## config.mk

```make
export PLATFORM = sky130hd
export DESIGN_NAME = tournament_update_ctrl_flat
export DESIGN_NICKNAME = d
export VERILOG_FILES = /design/src/rtl/tournament_pkg.sv /design/src/rtl/tournament_update_ctrl_if.sv /design/src/rtl/tournament_update_ctrl_pred_fifo.sv /design/src/rtl/tournament_update_ctrl.sv /design/src/flat_wrapper.sv
export SDC_FILE = /design/constraint.sdc
export NUM_CORES = 1
export LEC_CHECK = 0
export CAP_MARGIN = 5
export CORE_MARGIN = 3
export CORE_UTILIZATION = 51
export CTS_CLUSTER_DIAMETER = 40
export DETAILED_ROUTE_END_ITERATION = 8
export GPL_TIMING_DRIVEN = 0
export PLACE_DENSITY_LB_ADDON = 0.3
export SYNTH_ARGS = -nofsm -noshare
export SYNTH_HDL_FRONTEND = slang
export SYNTH_HIERARCHICAL = 1
export SYNTH_SLANG_ARGS = --single-unit
```

## constraint.sdc

```tcl
create_clock -name clock -period 3.09 [get_ports clock]
set_input_delay 0.309 -clock clock [delete_from_list [all_inputs] [get_ports clock]]
set_output_delay 0.309 -clock clock [all_outputs]
set_load 0.01 [all_outputs]
```

## src/rtl/tournament_pkg.sv

```systemverilog
// tournament_pkg: chooser encodings, sequencer states and the saturating chooser update rule
package tournament_pkg;
  localparam logic [1:0] SEL_SPH = 2'b00;
  localparam logic [1:0] SEL_WPH = 2'b01;
  localparam logic [1:0] SEL_WGH = 2'b10;
  localparam logic [1:0] SEL_SGH = 2'b11;
  typedef enum logic {INIT, RUN} state_t;
  // returns {we, wdata}; only a disagreement between the two predictors trains the chooser
  function automatic logic [2:0] sel_update(input logic [1:0] base, input logic ph, input logic gh, input logic taken);
    return ph == gh ? {1'b0, base} :
           ph == taken ? {1'b1, base == SEL_SPH ? SEL_SPH : base - 2'd1} :
                         {1'b1, base == SEL_SGH ? SEL_SGH : base + 2'd1};
  endfunction
endpackage

```

## src/rtl/tournament_update_ctrl_if.sv

```systemverilog
// tournament_update_ctrl_if: prediction push, resolve, chooser write and status signals of the sequencer
interface tournament_update_ctrl_if #(parameter int N = 32, parameter int SIZE = 10, parameter int DEPTH = 4, parameter int CNT_W = 32);
  logic pred_valid;
  logic [N-1:0] pred_pc;
  logic pred_ph;
  logic pred_gh;
  logic [1:0] pred_sel;
  logic pred_final;
  logic pred_ready;
  logic res_valid;
  logic res_taken;
  logic tbl_we;
  logic [SIZE-1:0] tbl_waddr;
  logic [1:0] tbl_wdata;
  logic init_busy;
  logic [$clog2(DEPTH):0] occupancy;
  logic [CNT_W-1:0] hit_count;
  logic [CNT_W-1:0] miss_count;
  logic res_err;
  modport master (output pred_valid, pred_pc, pred_ph, pred_gh, pred_sel, pred_final, res_valid, res_taken,
                  input pred_ready, tbl_we, tbl_waddr, tbl_wdata, init_busy, occupancy, hit_count, miss_count, res_err);
  modport slave (input pred_valid, pred_pc, pred_ph, pred_gh, pred_sel, pred_final, res_valid, res_taken,
                 output pred_ready, tbl_we, tbl_waddr, tbl_wdata, init_busy, occupancy, hit_count, miss_count, res_err);
endinterface

```

## src/rtl/tournament_update_ctrl_pred_fifo.sv

```systemverilog
// pred_fifo: in-order queue of outstanding prediction snapshots with wrapping pointers
module pred_fifo #(parameter int W = 37, parameter int DEPTH = 4) (
  input  logic clock,
  input  logic reset,
  input  logic push,
  input  logic pop,
  input  logic [W-1:0] din,
  output logic [W-1:0] dout,
  output logic full,
  output logic empty,
  output logic [$clog2(DEPTH):0] occupancy
);
  localparam int AW = $clog2(DEPTH);
  logic [W-1:0] mem [DEPTH];
  logic [AW:0] wp, rp;
  always_ff @(posedge clock or posedge reset)
    if (reset) begin
      wp <= '0;
      rp <= '0;
    end else begin
      if (push) wp <= wp + (AW+1)'(1);
      if (pop) rp <= rp + (AW+1)'(1);
    end
  always_ff @(posedge clock)
    if (push) mem[wp[AW-1:0]] <= din;
  // the extra pointer bit makes occupancy == DEPTH exactly when its MSB is set
  assign occupancy = wp - rp;
  assign full = occupancy[AW];
  assign empty = occupancy == '0;
  assign dout = mem[rp[AW-1:0]];
endmodule

```

## src/rtl/tournament_update_ctrl.sv

```systemverilog
// tournament_update_ctrl: sweeps the chooser table after reset, then trains it from in-order branch resolutions
module tournament_update_ctrl import tournament_pkg::*; #(
  parameter int N = 32,
  parameter int SIZE = 10,
  parameter int DEPTH = 4,
  parameter int CNT_W = 32
) (
  input logic clock,
  input logic reset,
  tournament_update_ctrl_if.slave bus
);
  localparam int W = N + 5;
  localparam logic [SIZE-1:0] LAST = '1;
  state_t state, state_n;
  logic [SIZE-1:0] idx, idx_n, waddr_n, h_idx;
  logic we_n, push, pop, full, empty, last, upd_we, err_n;
  logic [1:0] wdata_n, base, upd_data;
  logic [CNT_W-1:0] hit_n, miss_n;
  logic [W-1:0] head;
  logic [N-1:0] h_pc;
  logic h_ph, h_gh, h_fin, unused_pc;
  logic [1:0] h_sel;
  pred_fifo #(.W(W), .DEPTH(DEPTH)) u_fifo (
    .clock(clock), .reset(reset), .push(push), .pop(pop),
    .din({bus.pred_pc, bus.pred_ph, bus.pred_gh, bus.pred_sel, bus.pred_final}),
    .dout(head), .full(full), .empty(empty), .occupancy(bus.occupancy)
  );
  assign {h_pc, h_ph, h_gh, h_sel, h_fin} = head;
  assign h_idx = h_pc[SIZE-1:0];
  assign unused_pc = ^h_pc[N-1:SIZE];
  assign bus.pred_ready = state == RUN && !full;
  assign bus.init_busy = state == INIT;
  assign push = bus.pred_valid && bus.pred_ready;
  assign pop = state == RUN && bus.res_valid && !empty;
  assign last = bus.tbl_we && bus.tbl_waddr == LAST;
  // a write still in flight to the same entry is newer than the snapshot taken at issue
  assign base = bus.tbl_we && bus.tbl_waddr == h_idx ? bus.tbl_wdata : h_sel;
  assign {upd_we, upd_data} = sel_update(base, h_ph, h_gh, bus.res_taken);
  always_comb begin
    state_n = state;
    idx_n = idx;
    we_n = 1'b0;
    waddr_n = bus.tbl_waddr;
    wdata_n = bus.tbl_wdata;
    hit_n = bus.hit_count;
    miss_n = bus.miss_count;
    err_n = bus.res_err || (bus.res_valid && (state == INIT || empty));
    if (state == INIT) begin
      state_n = last ? RUN : INIT;
      we_n = !last;
      waddr_n = last ? bus.tbl_waddr : idx;
      wdata_n = SEL_SPH;
      idx_n = last ? idx : idx + SIZE'(1);
    end else if (pop) begin
      we_n = upd_we;
      waddr_n = h_idx;
      wdata_n = upd_data;
      hit_n = bus.hit_count + CNT_W'(h_fin == bus.res_taken && !(&bus.hit_count));
      miss_n = bus.miss_count + CNT_W'(h_fin != bus.res_taken && !(&bus.miss_count));
    end
  end
  always_ff @(posedge clock or posedge reset)
    if (reset) begin
      state <= INIT;
      idx <= '0;
      bus.tbl_we <= 1'b0;
      bus.tbl_waddr <= '0;
      bus.tbl_wdata <= '0;
      bus.hit_count <= '0;
      bus.miss_count <= '0;
      bus.res_err <= 1'b0;
    end else begin
      state <= state_n;
      idx <= idx_n;
      bus.tbl_we <= we_n;
      bus.tbl_waddr <= waddr_n;
      bus.tbl_wdata <= wdata_n;
      bus.hit_count <= hit_n;
      bus.miss_count <= miss_n;
      bus.res_err <= err_n;
    end
endmodule

```

## src/flat_wrapper.sv

```systemverilog
// flat-port wrapper written by rule: the top's interface ports become plain ports
module tournament_update_ctrl_flat import tournament_pkg::*;
#(
  parameter int N = 32,
  parameter int SIZE = 10,
  parameter int DEPTH = 4,
  parameter int CNT_W = 32
)
  (clock, reset, bus_pred_valid, bus_pred_pc, bus_pred_ph, bus_pred_gh, bus_pred_sel, bus_pred_final, bus_res_valid, bus_res_taken, bus_pred_ready, bus_tbl_we, bus_tbl_waddr, bus_tbl_wdata, bus_init_busy, bus_occupancy, bus_hit_count, bus_miss_count, bus_res_err);
  tournament_update_ctrl_if #(.N(N), .SIZE(SIZE), .DEPTH(DEPTH), .CNT_W(CNT_W)) bus_i ();
  input logic clock;
  input logic reset;
  input wire logic [$bits(bus_i.pred_valid)-1:0] bus_pred_valid;
  input wire logic [$bits(bus_i.pred_pc)-1:0] bus_pred_pc;
  input wire logic [$bits(bus_i.pred_ph)-1:0] bus_pred_ph;
  input wire logic [$bits(bus_i.pred_gh)-1:0] bus_pred_gh;
  input wire logic [$bits(bus_i.pred_sel)-1:0] bus_pred_sel;
  input wire logic [$bits(bus_i.pred_final)-1:0] bus_pred_final;
  input wire logic [$bits(bus_i.res_valid)-1:0] bus_res_valid;
  input wire logic [$bits(bus_i.res_taken)-1:0] bus_res_taken;
  output wire logic [$bits(bus_i.pred_ready)-1:0] bus_pred_ready;
  output wire logic [$bits(bus_i.tbl_we)-1:0] bus_tbl_we;
  output wire logic [$bits(bus_i.tbl_waddr)-1:0] bus_tbl_waddr;
  output wire logic [$bits(bus_i.tbl_wdata)-1:0] bus_tbl_wdata;
  output wire logic [$bits(bus_i.init_busy)-1:0] bus_init_busy;
  output wire logic [$bits(bus_i.occupancy)-1:0] bus_occupancy;
  output wire logic [$bits(bus_i.hit_count)-1:0] bus_hit_count;
  output wire logic [$bits(bus_i.miss_count)-1:0] bus_miss_count;
  output wire logic [$bits(bus_i.res_err)-1:0] bus_res_err;
  assign bus_i.pred_valid = bus_pred_valid;
  assign bus_i.pred_pc = bus_pred_pc;
  assign bus_i.pred_ph = bus_pred_ph;
  assign bus_i.pred_gh = bus_pred_gh;
  assign bus_i.pred_sel = bus_pred_sel;
  assign bus_i.pred_final = bus_pred_final;
  assign bus_i.res_valid = bus_res_valid;
  assign bus_i.res_taken = bus_res_taken;
  assign bus_pred_ready = bus_i.pred_ready;
  assign bus_tbl_we = bus_i.tbl_we;
  assign bus_tbl_waddr = bus_i.tbl_waddr;
  assign bus_tbl_wdata = bus_i.tbl_wdata;
  assign bus_init_busy = bus_i.init_busy;
  assign bus_occupancy = bus_i.occupancy;
  assign bus_hit_count = bus_i.hit_count;
  assign bus_miss_count = bus_i.miss_count;
  assign bus_res_err = bus_i.res_err;
  tournament_update_ctrl #(.N(N), .SIZE(SIZE), .DEPTH(DEPTH), .CNT_W(CNT_W)) u_core (.clock(clock), .reset(reset), .bus(bus_i));
endmodule
```

==> flow_summary.json <==
{
  "status": "finished, final reports clean",
  "cp-start-kind": "flip-flop",
  "routed_wl_mm": 14.1,
  "grt-ovfl-total": 0,
  "required_ps": 3390,
  "std_cell_rows": 41,
  "start_util_pct": 53.4,
  "grt_pass1_wl_mm": 23.0,
  "end_kind": "flip-flop",
  "place_congestion": 0.827,
  "via_per_inst": 5.32,
  "cts_tree": "yes",
  "p_leak_nw": 3.63,
  "io_buffers": 101,
  "dr.pass1.iters": 4,
  "die_x_um": 123,
  "drt-initial-drc-count": 237,
  "finish.instance_area_um2": 8840,
  "slew_headroom_pct": 42.5,
  "dp_hpwl_mm": 9.80,
  "route.detailed.drc": 0,
  "cts_buffers": 17,
  "syn_inst": 530,
  "postCtsHoldBufs": 0,
  "pin_count": 125,
  "tightest_slew_ps": 863,
  "finalSetupViolCount": 0,
  "crit_type": "flip-flop to flip-flop",
  "yosysWarnings": 6,
  "fillCellCount": 879,
  "clock_path_buffers": 2,
  "placed_area_um2": 8190,
  "hold_class": "primary input to async pin",
  "netlist_area_um2": 6940,
  "cp_top_family": "simple AND/OR/NAND/NOR gates",
  "timing.final.hold_violations": 0,
  "crit_path_cell_trace": "buf_12, mux4_2, xor2_2, a31oi_1, ha_2, ha_4, nand3_2, or2_4, nor4_4, nand3_1, xnor2_1",
  "cts.sinks": 155,
  "grt_pass1_vias": 4513,
  "drt.antenna.violating_nets": 0,
  "critPathArrivalTime_ps": 3230,
  "synth_area_per_cell_um2": 13.1,
  "cp_max_fo": 4,
  "clkTransAtPathRegs_ps": 60,
  "grt_start_max_net_pins": 57,
  "nets": 711,
  "areaGrowthSynthToFinish_pct": 27.4,
  "whs_ps": 199,
  "rsz0062_at_grt": "false",
  "fmax_mhz": 342,
  "num_vias": 4470,
  "final_core_util_pct": 68.1,
  "p_per_area_nw_per_um2": 839,
  "slew_violations": 0,
  "clock_insertion_delay_worst_skew_ps": 420,
  "antenna_found_initial": 0,
  "synth_nets": 585,
  "path_buf_inv": 1,
  "skew_ps": 6.32,
  "drive_gt1_share_pct": 12.7,
  "grtUsageTotal_pct": 20.1,
  "wl_per_cell_um": 16.8,
  "max_stage_delay_ps": 510,
  "diodes": 0,
  "cts_root_buffer": "clkbuf_16",
  "irDropWorstVdd_uv": 553,
  "fin_crit_sh_pct": 94.6,
  "coreArea_um2": 13000,
  "cap_violations": 0,
  "cts-htree-levels": 4,
  "slowest_stage": "mux4_2",
  "min_period_ps": 2920,
  "die_y_um": 123,
  "dieArea_um2": 15000
}
power breakdown:
part	total, mW	leakage, nW	internal, mW	switching, mW
registers	2.86	1.79	2.56	0.300
logic	2.63	1.58	1.35	1.29
clock network	1.92	0.264	1.11	0.816
flip-flops by register name, summed over array words and instances (netlist names):
name                   cells
u_core/bus.miss_count     32
u_core/bus.hit_count      32
u_core/bus.tbl_wdata       2
u_core/bus.res_err         1
u_core/state               1
u_core/u_fifo/wp           3
u_core/u_fifo/mem         60
u_core/u_fifo/rp           3
u_core/idx                10
u_core/bus.tbl_waddr      10
u_core/bus.tbl_we          1
final cells by class:
cell class | instances | area (um^2) | area share, %
plain buffers | 16 | 115 | 1.30
clock buffers | 18 | 429 | 4.86
clock inverters | 14 | 124 | 1.40
inverters | 13 | 51.3 | 0.580
multi-input cells | 346 | 2650 | 29.9
flip-flops and latches | 155 | 4180 | 47.3
well taps | 172 | 215 | 2.44
repair buffers | 107 | 1080 | 12.2
final timing paths:
kind / from / to / slack (ps) / cells after the start
worst max-delay path: u_core/u_fifo/rp[0] / u_core/bus.hit_count[30] / 170 / 11
worst min-delay path: reset / u_core/u_fifo/wp[0] / 200 / 2
worst max register to register: u_core/u_fifo/rp[0] / u_core/bus.hit_count[30] / 170 / 11
worst min register to register: u_core/u_fifo/rp[2] / u_core/u_fifo/rp[2] / 480 / 1
max in group asynchronous: reset / u_core/idx[6] / 2190 / 3
min in group clock: u_core/u_fifo/rp[2] / u_core/u_fifo/rp[2] / 480 / 1
layout by cell type, fill, tap and decap left out, types with 3 or more instances in the layout:
cell type          n
a211oi_1           3
nand4_1           20
or2_2              3
dfrtp_1           93
clkinvlp_4         3
buf_2              3
xor2_1            22
and2_1            10
a21oi_1           12
nor2_1            27
edfxtp_1          60
nand3_1           29
nor3_2             4
and4_1             6
xnor2_1           62
clkdlybuf4s50_1  101
mux4_2            15
o21ai_0            6
buf_4              7
clkbuf_16         17
clkbuf_1           8
inv_1             11
clkinv_2           3
nor3_1             9
ha_1              10
nand2_1           48
mux2i_1           10
clkinv_4           5
and3_1            13
per-layer routing:
layer | up-vias | global-route usage (%) | part of all wire [%]
li1 | 2147 | - | -
met1 | 2197 | 25.3 | 43
met2 | 111 | 33.2 | 51
met3 | 15 | 5.67 | 4.4
met4 | 0 | 7.49 | 1.3
met5 | - | 0 | 0
through the flow:
| step | power [mW] | cells | setup TNS [ps] | setup WS, ps |
|---|---|---|---|---|
| 6_report | 7.41 | 841 | 0 | 167 |
| 5_1_grt | 7.86 | 841 | 0 | 3.19 |
| 4_1_cts | 7.40 | 836 | 0 | 58.5 |
| 3_5_place_dp | 5.44 | 804 | -22.7 | -22.7 |
| 3_3_place_gp | 5.35 | 803 | -75110 | -850 |
| 2_1_floorplan | 4.49 | 530 | 0 | 314 |
what timing repair did:
action | 4_1_cts | 5_1_grt
gates cloned | 0 | 0
endpoints found under the setup margin | 4 | 16
pin swaps | 1 | 5
endpoints found under the hold margin | 0 | 0
setup buffers | 0 | 5
resized for setup | 1 | 12
Power figures use the tool's default switching activity.
